## src/rtl/fetch_queue_pkg.sv

```systemverilog
// Shared types for the instruction fetch queue: entry layout, the no-exception code
// and branch/jump decode used by the delay-slot hold.
package iq_pkg;
   localparam int unsigned IQ_IEXCEP_W = 2;
   localparam logic [IQ_IEXCEP_W-1:0] IEXCEP_NONE = 2'd1;

   typedef struct packed {
      logic [31:0]            inst;
      logic [31:0]            pc;
      logic [IQ_IEXCEP_W-1:0] iexcep;
   } iq_entry_t;

   // True for any instruction that owns a delay slot.
   function automatic logic is_branch(input logic [31:0] inst);
      logic [5:0] op;
      logic [5:0] funct;
      op    = inst[31:26];
      funct = inst[5:0];
      return (op == 6'b000001) || (op == 6'b000010) || (op == 6'b000011) ||
             (op[5:2] == 4'b0001) ||
             ((op == 6'b000000) && ((funct == 6'b001000) || (funct == 6'b001001)));
   endfunction
endpackage

```

## src/rtl/fetch_queue_if.sv

```systemverilog
// Fetch-queue bus: enqueue lanes from fetch, head window and commit count to issue.
interface fetch_queue_if #(
   parameter int unsigned DEPTH    = 16,
   parameter int unsigned FETCH_W  = 2,
   parameter int unsigned ISSUE_W  = 2,
   parameter int unsigned IEXCEP_W = 2
);
   logic                              flush;
   logic [FETCH_W-1:0]                enq_valid;
   logic [FETCH_W-1:0][31:0]          enq_inst;
   logic [31:0]                       enq_pc;
   logic [IEXCEP_W-1:0]               enq_iexcep;
   logic                              enq_ready;
   logic [ISSUE_W-1:0]                deq_valid;
   logic [ISSUE_W-1:0][31:0]          deq_inst;
   logic [ISSUE_W-1:0][31:0]          deq_pc;
   logic [ISSUE_W-1:0][IEXCEP_W-1:0]  deq_iexcep;
   logic [$clog2(ISSUE_W+1)-1:0]      deq_count;
   logic [$clog2(DEPTH):0]            occupancy;

   modport master (
      output flush, enq_valid, enq_inst, enq_pc, enq_iexcep, deq_count,
      input  enq_ready, deq_valid, deq_inst, deq_pc, deq_iexcep, occupancy
   );

   modport slave (
      input  flush, enq_valid, enq_inst, enq_pc, enq_iexcep, deq_count,
      output enq_ready, deq_valid, deq_inst, deq_pc, deq_iexcep, occupancy
   );
endinterface

```

## src/rtl/fetch_queue_window.sv

```systemverilog
// Combinational head-window extraction: wrap indexing, delay-slot hold and the
// optional same-cycle bypass source select.
module fetch_queue_window
   import iq_pkg::*;
#(
   parameter  int unsigned DEPTH    = 16,
   parameter  int unsigned FETCH_W  = 2,
   parameter  int unsigned ISSUE_W  = 2,
   parameter  int unsigned IEXCEP_W = 2,
   localparam int unsigned PTR_W    = $clog2(DEPTH),
   localparam int unsigned CNT_W    = PTR_W + 1
) (
   input  iq_entry_t                         mem [DEPTH],
   input  logic [PTR_W-1:0]                  rd_ptr,
   input  logic [CNT_W-1:0]                  count,
   input  logic                              byp_sel,
   input  iq_entry_t                         byp_lanes [FETCH_W],
   input  logic [CNT_W-1:0]                  byp_n,
   output logic [ISSUE_W-1:0]                deq_valid,
   output logic [ISSUE_W-1:0][31:0]          deq_inst,
   output logic [ISSUE_W-1:0][31:0]          deq_pc,
   output logic [ISSUE_W-1:0][IEXCEP_W-1:0]  deq_iexcep,
   output logic [CNT_W-1:0]                  n_valid
);
   iq_entry_t        lane_e [ISSUE_W];
   logic [CNT_W-1:0] avail;
   logic [CNT_W-1:0] n_win;
   logic             hold;

   always_comb begin
      avail = byp_sel ? byp_n : count;
      for (int unsigned i = 0; i < ISSUE_W; i++) begin
         lane_e[i] = mem[rd_ptr + PTR_W'(i)];
         if (byp_sel) lane_e[i] = (i < FETCH_W) ? byp_lanes[i % FETCH_W] : '0;
      end
      n_win = (avail > CNT_W'(ISSUE_W)) ? CNT_W'(ISSUE_W) : avail;
      // Hold only when the window reaches the tail: beyond it, the slot is already queued.
      hold = 1'b0;
      for (int unsigned i = 0; i < ISSUE_W; i++) begin
         if ((CNT_W'(i) + 1'b1 == n_win) && (avail <= CNT_W'(ISSUE_W)))
            hold = is_branch(lane_e[i].inst);
      end
      n_valid = n_win - CNT_W'(hold);
      for (int unsigned i = 0; i < ISSUE_W; i++) begin
         deq_valid[i]  = CNT_W'(i) < n_valid;
         deq_inst[i]   = deq_valid[i] ? lane_e[i].inst   : '0;
         deq_pc[i]     = deq_valid[i] ? lane_e[i].pc     : '0;
         deq_iexcep[i] = deq_valid[i] ? lane_e[i].iexcep : IEXCEP_NONE;
      end
   end
endmodule

```

## src/rtl/fetch_queue.sv

```systemverilog
// Instruction FIFO between fetch and issue: storage, pointers and count.
// Optional same-cycle bypass when empty: define FETCH_QUEUE_BYPASS_EN.
module fetch_queue
   import iq_pkg::*;
#(
   parameter int unsigned DEPTH    = 16,
   parameter int unsigned FETCH_W  = 2,
   parameter int unsigned ISSUE_W  = 2,
   parameter int unsigned IEXCEP_W = IQ_IEXCEP_W
) (
   input logic          clk,
   input logic          aresetn,
   fetch_queue_if.slave q
);
   localparam int unsigned PTR_W = $clog2(DEPTH);
   localparam int unsigned CNT_W = PTR_W + 1;

   iq_entry_t        mem_q [DEPTH];
   iq_entry_t        mem_d [DEPTH];
   iq_entry_t        lanes [FETCH_W];
   logic [PTR_W-1:0] rd_ptr_q, rd_ptr_d, wr_ptr_q, wr_ptr_d;
   logic [CNT_W-1:0] count_q, count_d;
   logic [CNT_W-1:0] n_enq, n_deq, n_valid, store_off, n_store, rd_adv;
   logic             enq_fire, byp_sel;

   always_comb begin
      for (int unsigned i = 0; i < FETCH_W; i++) begin
         lanes[i].inst   = q.enq_inst[i];
         lanes[i].pc     = q.enq_pc + 32'(4 * i);
         lanes[i].iexcep = (i == 0) ? q.enq_iexcep : IEXCEP_NONE;
      end
   end

   assign q.enq_ready = count_q <= CNT_W'(DEPTH - FETCH_W);
   assign q.occupancy = count_q;
   assign enq_fire    = q.enq_ready & q.enq_valid[0] & ~q.flush;
   assign n_enq       = enq_fire ? CNT_W'($countones(q.enq_valid)) : '0;
   assign n_deq       = q.flush ? '0 :
                        ((CNT_W'(q.deq_count) > n_valid) ? n_valid : CNT_W'(q.deq_count));

`ifdef FETCH_QUEUE_BYPASS_EN
   assign byp_sel = (count_q == '0) & enq_fire;
`else
   assign byp_sel = 1'b0;
`endif

   fetch_queue_window #(
      .DEPTH(DEPTH), .FETCH_W(FETCH_W), .ISSUE_W(ISSUE_W), .IEXCEP_W(IEXCEP_W)
   ) u_window (
      .mem(mem_q), .rd_ptr(rd_ptr_q), .count(count_q),
      .byp_sel(byp_sel), .byp_lanes(lanes), .byp_n(n_enq),
      .deq_valid(q.deq_valid), .deq_inst(q.deq_inst), .deq_pc(q.deq_pc),
      .deq_iexcep(q.deq_iexcep), .n_valid(n_valid)
   );

   // Bypassed lanes consumed this cycle are skipped; the remainder lands at wr_ptr.
   always_comb begin
      store_off = byp_sel ? n_deq : '0;
      n_store   = n_enq - store_off;
      rd_adv    = byp_sel ? '0 : n_deq;
      mem_d     = mem_q;
      for (int unsigned i = 0; i < FETCH_W; i++) begin
         if ((CNT_W'(i) >= store_off) && (CNT_W'(i) < n_enq))
            mem_d[wr_ptr_q + PTR_W'(i) - PTR_W'(store_off)] = lanes[i];
      end
      wr_ptr_d = wr_ptr_q + PTR_W'(n_store);
      rd_ptr_d = rd_ptr_q + PTR_W'(rd_adv);
      count_d  = count_q + n_enq - n_deq;
      if (q.flush) begin
         count_d  = '0;
         rd_ptr_d = wr_ptr_q;
      end
   end

   always_ff @(posedge clk or negedge aresetn) begin
      if (!aresetn) begin
         rd_ptr_q <= '0;
         wr_ptr_q <= '0;
         count_q  <= '0;
      end else begin
         rd_ptr_q <= rd_ptr_d;
         wr_ptr_q <= wr_ptr_d;
         count_q  <= count_d;
      end
   end

   always_ff @(posedge clk) begin
      mem_q <= mem_d;
   end

   assert property (@(posedge clk) disable iff (!aresetn)
      (q.enq_valid & (q.enq_valid + FETCH_W'(1))) == '0);
   assert property (@(posedge clk) disable iff (!aresetn)
      q.flush || (CNT_W'(q.deq_count) <= n_valid));
endmodule

```

## src/flat_wrapper.sv

```systemverilog
// flat-port wrapper written by rule: the top's interface ports become plain ports
module fetch_queue_flat import iq_pkg::*;
#(
   parameter int unsigned DEPTH    = 16,
   parameter int unsigned FETCH_W  = 2,
   parameter int unsigned ISSUE_W  = 2,
   parameter int unsigned IEXCEP_W = IQ_IEXCEP_W
)
  (clk, aresetn, q_flush, q_enq_valid, q_enq_inst, q_enq_pc, q_enq_iexcep, q_deq_count, q_enq_ready, q_deq_valid, q_deq_inst, q_deq_pc, q_deq_iexcep, q_occupancy);
  fetch_queue_if #(.DEPTH(DEPTH), .FETCH_W(FETCH_W), .ISSUE_W(ISSUE_W), .IEXCEP_W(IEXCEP_W)) q_i ();
  input logic clk;
  input logic aresetn;
  input wire logic [$bits(q_i.flush)-1:0] q_flush;
  input wire logic [$bits(q_i.enq_valid)-1:0] q_enq_valid;
  input wire logic [$bits(q_i.enq_inst)-1:0] q_enq_inst;
  input wire logic [$bits(q_i.enq_pc)-1:0] q_enq_pc;
  input wire logic [$bits(q_i.enq_iexcep)-1:0] q_enq_iexcep;
  input wire logic [$bits(q_i.deq_count)-1:0] q_deq_count;
  output wire logic [$bits(q_i.enq_ready)-1:0] q_enq_ready;
  output wire logic [$bits(q_i.deq_valid)-1:0] q_deq_valid;
  output wire logic [$bits(q_i.deq_inst)-1:0] q_deq_inst;
  output wire logic [$bits(q_i.deq_pc)-1:0] q_deq_pc;
  output wire logic [$bits(q_i.deq_iexcep)-1:0] q_deq_iexcep;
  output wire logic [$bits(q_i.occupancy)-1:0] q_occupancy;
  assign q_i.flush = q_flush;
  assign q_i.enq_valid = q_enq_valid;
  assign q_i.enq_inst = q_enq_inst;
  assign q_i.enq_pc = q_enq_pc;
  assign q_i.enq_iexcep = q_enq_iexcep;
  assign q_i.deq_count = q_deq_count;
  assign q_enq_ready = q_i.enq_ready;
  assign q_deq_valid = q_i.deq_valid;
  assign q_deq_inst = q_i.deq_inst;
  assign q_deq_pc = q_i.deq_pc;
  assign q_deq_iexcep = q_i.deq_iexcep;
  assign q_occupancy = q_i.occupancy;
  fetch_queue #(.DEPTH(DEPTH), .FETCH_W(FETCH_W), .ISSUE_W(ISSUE_W), .IEXCEP_W(IEXCEP_W)) u_core (.clk(clk), .aresetn(aresetn), .q(q_i));
endmodule
```

## config.mk

```make
export PLATFORM = sky130hd
export DESIGN_NAME = fetch_queue_flat
export DESIGN_NICKNAME = d
export VERILOG_FILES = /design/src/rtl/fetch_queue_pkg.sv /design/src/rtl/fetch_queue_if.sv /design/src/rtl/fetch_queue_window.sv /design/src/rtl/fetch_queue.sv /design/src/flat_wrapper.sv
export SDC_FILE = /design/constraint.sdc
export NUM_CORES = 2
export LEC_CHECK = 0
export BUFFER_PORTS_ARGS = -buffer_cell sky130_fd_sc_hd__buf_2
export CAP_MARGIN = 20
export CORE_MARGIN = 8
export CORE_UTILIZATION = 35
export CTS_CLUSTER_DIAMETER = 200
export CTS_CLUSTER_SIZE = 40
export DETAILED_ROUTE_END_ITERATION = 12
export GPL_TIMING_DRIVEN = 0
export HOLD_SLACK_MARGIN = 0.12
export PLACE_DENSITY_LB_ADDON = 0.12
export SLEW_MARGIN = 5
export SYNTH_ARGS = -nofsm -noshare
export SYNTH_HDL_FRONTEND = slang
export SYNTH_SLANG_ARGS = --single-unit
```

## constraint.sdc

```tcl
create_clock -name clk -period 5.1 [get_ports clk]
set_input_delay 0.255 -clock clk [delete_from_list [all_inputs] [get_ports clk]]
set_output_delay 0.255 -clock clk [all_outputs]
set_load 0.05 [all_outputs]
```

==> flow_metrics.py <==
metrics = {
    "global_routing": {
        "groute.usage.overall_pct": 37.63,
        "grt_first_pass_wirelength_um": 509500,
        "grt_overflow": 0,
        "grt_max_degree": 42,
        "grt_pass1_vias": 60680,
        "antenna_found_initial": 25,
    },
    "floorplan": {
        "num_rows": 153,
        "floorplan.initialDensity_pct": 35.27,
        "ioPinCount": 245,
        "die_x_um": 434.8,
        "dieArea_um2": 189000,
        "core-area_um2": 174000,
        "die_h_um": 434.8,
    },
    "clock_network": {
        "clockBufferDepth": 3,
        "numCtsBuffers": 30,
        "clk_latency_ps": 800,
        "cts.sinks": 1069,
        "htreeDepth": 1,
        "path_clk_slew_ps": 170,
        "cts_tree": "built",
        "cts_root_buf": "clkbuf_16",
    },
    "synth": {
        "synth_cell_type_count": 59,
        "yosysWarnings": 0,
        "syn_inst": 7070,
        "ys_seq_elements": 1069,
        "synth_compound_area_share_pct": 15.05,
        "synthTopCellsByArea": "dfxtp_1 (34%), mux4_2 (21%), nand2_1 (11%)",
        "synth_most_common_cell": "nand2_1",
        "synthMuxAreaShare_pct": 23.76,
        "synth.avg_cell_area_um2": 8.682,
        "synth_top_family_by_area": "multiplexers",
        "async_flop_share_pct": 1.216,
        "yosysSeqAreaShare_pct": 34.97,
        "synth_edf_count": 0,
        "synth_xor_xnor_area_share_pct": 0.3853,
        "yosys.area_share.simple_pct": 19.46,
        "ys_top_cells_by_count": "nand2_1 (1773), dfxtp_1 (1056), nor2_1 (806)",
        "syn_area_um2": 61380,
        "yosys_most_used_dff": "dfxtp_1",
        "yosysTopAreaCellShare_pct": 34.44,
        "synth_fa_ha_area_share_pct": 0.5178,
        "synth_largest_area_cell": "dfxtp_1",
    },
    "worst_hold_path": {
        "hold_path_class": "input pin to flip-flop",
    },
    "place": {
        "place_congestion": 1.012,
        "place.port_buffers": 165,
        "dp_hpwl_um": 272000,
        "post-place-ws_ps": -3478,
    },
    "critical_path": {
        "ff2ff_setup_slack_ps": -1050,
        "crit_cells": 21,
        "crit_path_end": "q_deq_pc[41]",
        "worst-setup-path-type": "flip-flop to output port",
        "cp.required_ps": 4850,
        "crit_path_start_kind": "flip-flop",
        "slowest_delay_ps": 680,
        "worstReg2RegEnd": "u_core.q.occupancy[3]",
        "reg2reg_depth": 26,
        "path_cells": "buf_12 -> buf_12 -> buf_8 -> buf_6 -> buf_6 -> mux4_2 -> mux4_2 -> nor4_4 -> a2111oi_4 -> o21ai_2 -> ha_2 -> buf_4 -> buf_4 -> a21oi_4 -> and2_4 -> buf_4 -> buf_12 -> clkbuf_16 -> clkbuf_16 -> a211oi_4 -> buf_6",
        "critPathLaunch": "u_core.rd_ptr_q[0]",
        "reg2reg_from": "u_core.rd_ptr_q[0]",
        "crit_fanout": 10,
        "timing.critical_path.buf_inv": 12,
        "critPathSlowestCell": "mux4_2",
        "crit_family": "buffers and inverters",
        "endpoint_kind": "output port",
        "worstPathArrival_ps": 6060,
    },
    "power": {
        "internal_power_mw": 32.36,
        "clockPowerShare_pct": 6.4,
        "p_seq_share_pct": 23.5,
        "power_density_nw_per_um2": 892.3,
        "p_sw_share_pct": 49.83,
        "power_frac_comb_pct": 70.1,
        "leakage_nw": 26.35,
        "p_total_mw": 64.50,
        "p_switching_mw": 32.14,
        "vdd_drop_max_mv": 0.6961,
    },
    "drt": {
        "wl_per_cell_um": 38.30,
        "routed_wl_um": 379400,
        "via_per_inst": 6.669,
        "drt_iter0_drc": 11410,
        "antenna_left": 0,
        "vias": 66070,
        "drc": 0,
        "firstDrtPassIters": 13,
    },
    "timing": {
        "tightestPinTransition_ps": 1429,
        "period_minus_slack_ps": 6314,
        "setup_tns_ps": -134700,
        "clock_skew_ps": 45.64,
        "layout_setup_ws_ps": -1214,
        "rsz0062_at_grt": "true",
        "min_period_over_period_pct": 123.8,
        "slew_headroom_pct": 4.729,
        "hold_viol_final": 0,
        "finalSetupViolCount": 143,
        "max_freq_mhz": 158.4,
        "maxSlewViolCount": 0,
    },
    "run": {
        "drv_cap": 0,
    },
    "outcome": {
        "violations": "setup timing",
        "status": "finished, violations left",
    },
    "layout": {
        "fillers": 17300,
        "area_growth_pct": 17.77,
        "drive_gt1_share_pct": 19.88,
        "nets": 7680,
    },
}
==> sequential cells by signal, summed over array words and instances, names as in the netlist <==
signal	cells
u_core.mem_q	1056
u_core.q.occupancy	5
u_core.rd_ptr_q	4
u_core.wr_ptr_q	4
==> repair_timing <==
| action | 4_1_cts | 5_1_grt |
|---|---|---|
| hold buffers | 130 | 0 |
| endpoints found under the hold margin | 378 | 0 |
| endpoints found under the setup margin | 143 | 143 |
| cloned | 12 | 2 |
| setup buffers | 44 | 28 |
| gates resized for setup | 649 | 96 |
| pin swaps | 26 | 32 |
==> cell families (layout without fill, tap and decap cells) <==
logic type,count (synthesis),in the layout
fa+ha+maj,23,23
other cells,2,31
xor+xnor,27,27
buf+inv,887,1370
mux,727,727
flops,1069,1069
compound gates,1394,1394
simple gates,2941,2941
==> stage by stage <==
step           area (µm²)  util (%)  std cells  hold slack [ps]
3_3_place_gp        65250     37.50       9561            164.5
6_report            72280     41.54       9907            124.2
3_5_place_dp        66320     38.11       9630            167.2
4_1_cts             71500     41.09       9846            120.6
5_1_grt             72220     41.51       9883            153.8
2_1_floorplan       61510         -       7071           -40.59
==> routing by layer <==
layer  global-route usage [%]  up-vias  share of wire (%)
met5                    1.008        -              0.040
met4                    27.91       14                9.4
met3                    13.54     1411                 13
met2                    55.11     5727                 42
met1                    45.20    32760                 36
li1                         -    26160                  -
==> worst reg2reg max path: stages (launching register included) <==
cell and delay [ps]:
dfrtp_2 400, buf_12 150, buf_12 120, buf_8 140, buf_6 210, buf_6 310
mux4_2 400, mux4_2 680, nor4_4 440, a2111oi_4 140, o21ai_2 240, ha_2 250
ha_4 210, buf_6 120, ha_4 230, a21oi_2 110, a21oi_1 50, and2_4 180
nor2_4 130, a211oi_4 50, fa_1 610, inv_1 60, ha_1 260, a21o_1 170
a21oi_2 140, xor2_1 170, nor2_1 50
==> cells in the final DEF, fill, tap and decap left out, types with 11 or more instances in the layout <==
| cell type | Yosys | routed |
|---|---|---|
| buf_12 | 0 | 33 |
| buf_6 | 5 | 150 |
| inv_1 | 29 | 23 |
| buf_1 | 69 | 61 |
| buf_4 | 22 | 39 |
| a211oi_1 | 173 | 117 |
| clkbuf_2 | 1 | 21 |
| xor2_1 | 12 | 11 |
| o221a_2 | 127 | 127 |
| buf_8 | 0 | 93 |
| nand2_1 | 1773 | 1773 |
| dfxtp_1 | 1056 | 1056 |
| a211oi_4 | 0 | 54 |
| buf_2 | 112 | 140 |
| ha_1 | 19 | 12 |
| xnor2_1 | 15 | 14 |
| nor2_1 | 806 | 790 |
| nand4_1 | 18 | 18 |
| mux2_2 | 48 | 47 |
| a31oi_1 | 662 | 662 |
| and3_1 | 103 | 103 |
| nand2b_1 | 12 | 12 |
| diode_2 | 0 | 28 |
| dlygate4sd3_1 | 0 | 130 |
| a21oi_1 | 329 | 321 |
| mux4_2 | 579 | 579 |
| nand3_1 | 41 | 40 |
| and2_4 | 0 | 70 |
| nor2b_1 | 63 | 62 |
| clkbuf_1 | 648 | 611 |
| clkbuf_16 | 0 | 47 |
| a221oi_1 | 27 | 25 |
| o21ai_0 | 46 | 41 |
| mux2i_1 | 100 | 100 |
==> cell type report <==
cell class | count | area [µm²] | share of cell area [%]
antenna | 28 | 70.07 | 0.09693
buffer | 852 | 3979 | 5.504
clock buffer | 33 | 783.3 | 1.084
clock inverter | 1 | 16.27 | 0.02250
inverter | 30 | 125.1 | 0.1731
multi-input combinational | 5115 | 37570 | 51.98
sequential | 1069 | 21470 | 29.70
tap | 2325 | 2909 | 4.024
timing repair buffer | 454 | 5360 | 7.415
==> power by group through the flow <==
stage	logic (mW)	clock network, mW	registers [mW]
6_report	45.2	4.15	15.1
5_1_grt	45.8	4.31	15.4
4_1_cts	42.7	4.09	14.9
3_5_place_dp	35.4	0	15.1
3_3_place_gp	34.8	0	15.0
2_1_floorplan	23.5	0	14.0
==> how the worst min path moves through the flow <==
stage                 startpoint               endpoint  slack, ps  cells after the start
floorplan                aresetn  u_core.q.occupancy[0]        -40                      0
global placement         aresetn  u_core.q.occupancy[3]        160                      1
CTS                 q_enq_pc[16]       u_core.mem_q[84]        120                      5
global route         q_enq_pc[7]      u_core.mem_q[273]        150                      3
finish              q_enq_pc[16]      u_core.mem_q[282]        120                      5
detailed placement       aresetn  u_core.q.occupancy[3]        170                      1
Power figures use the tool's default switching activity.
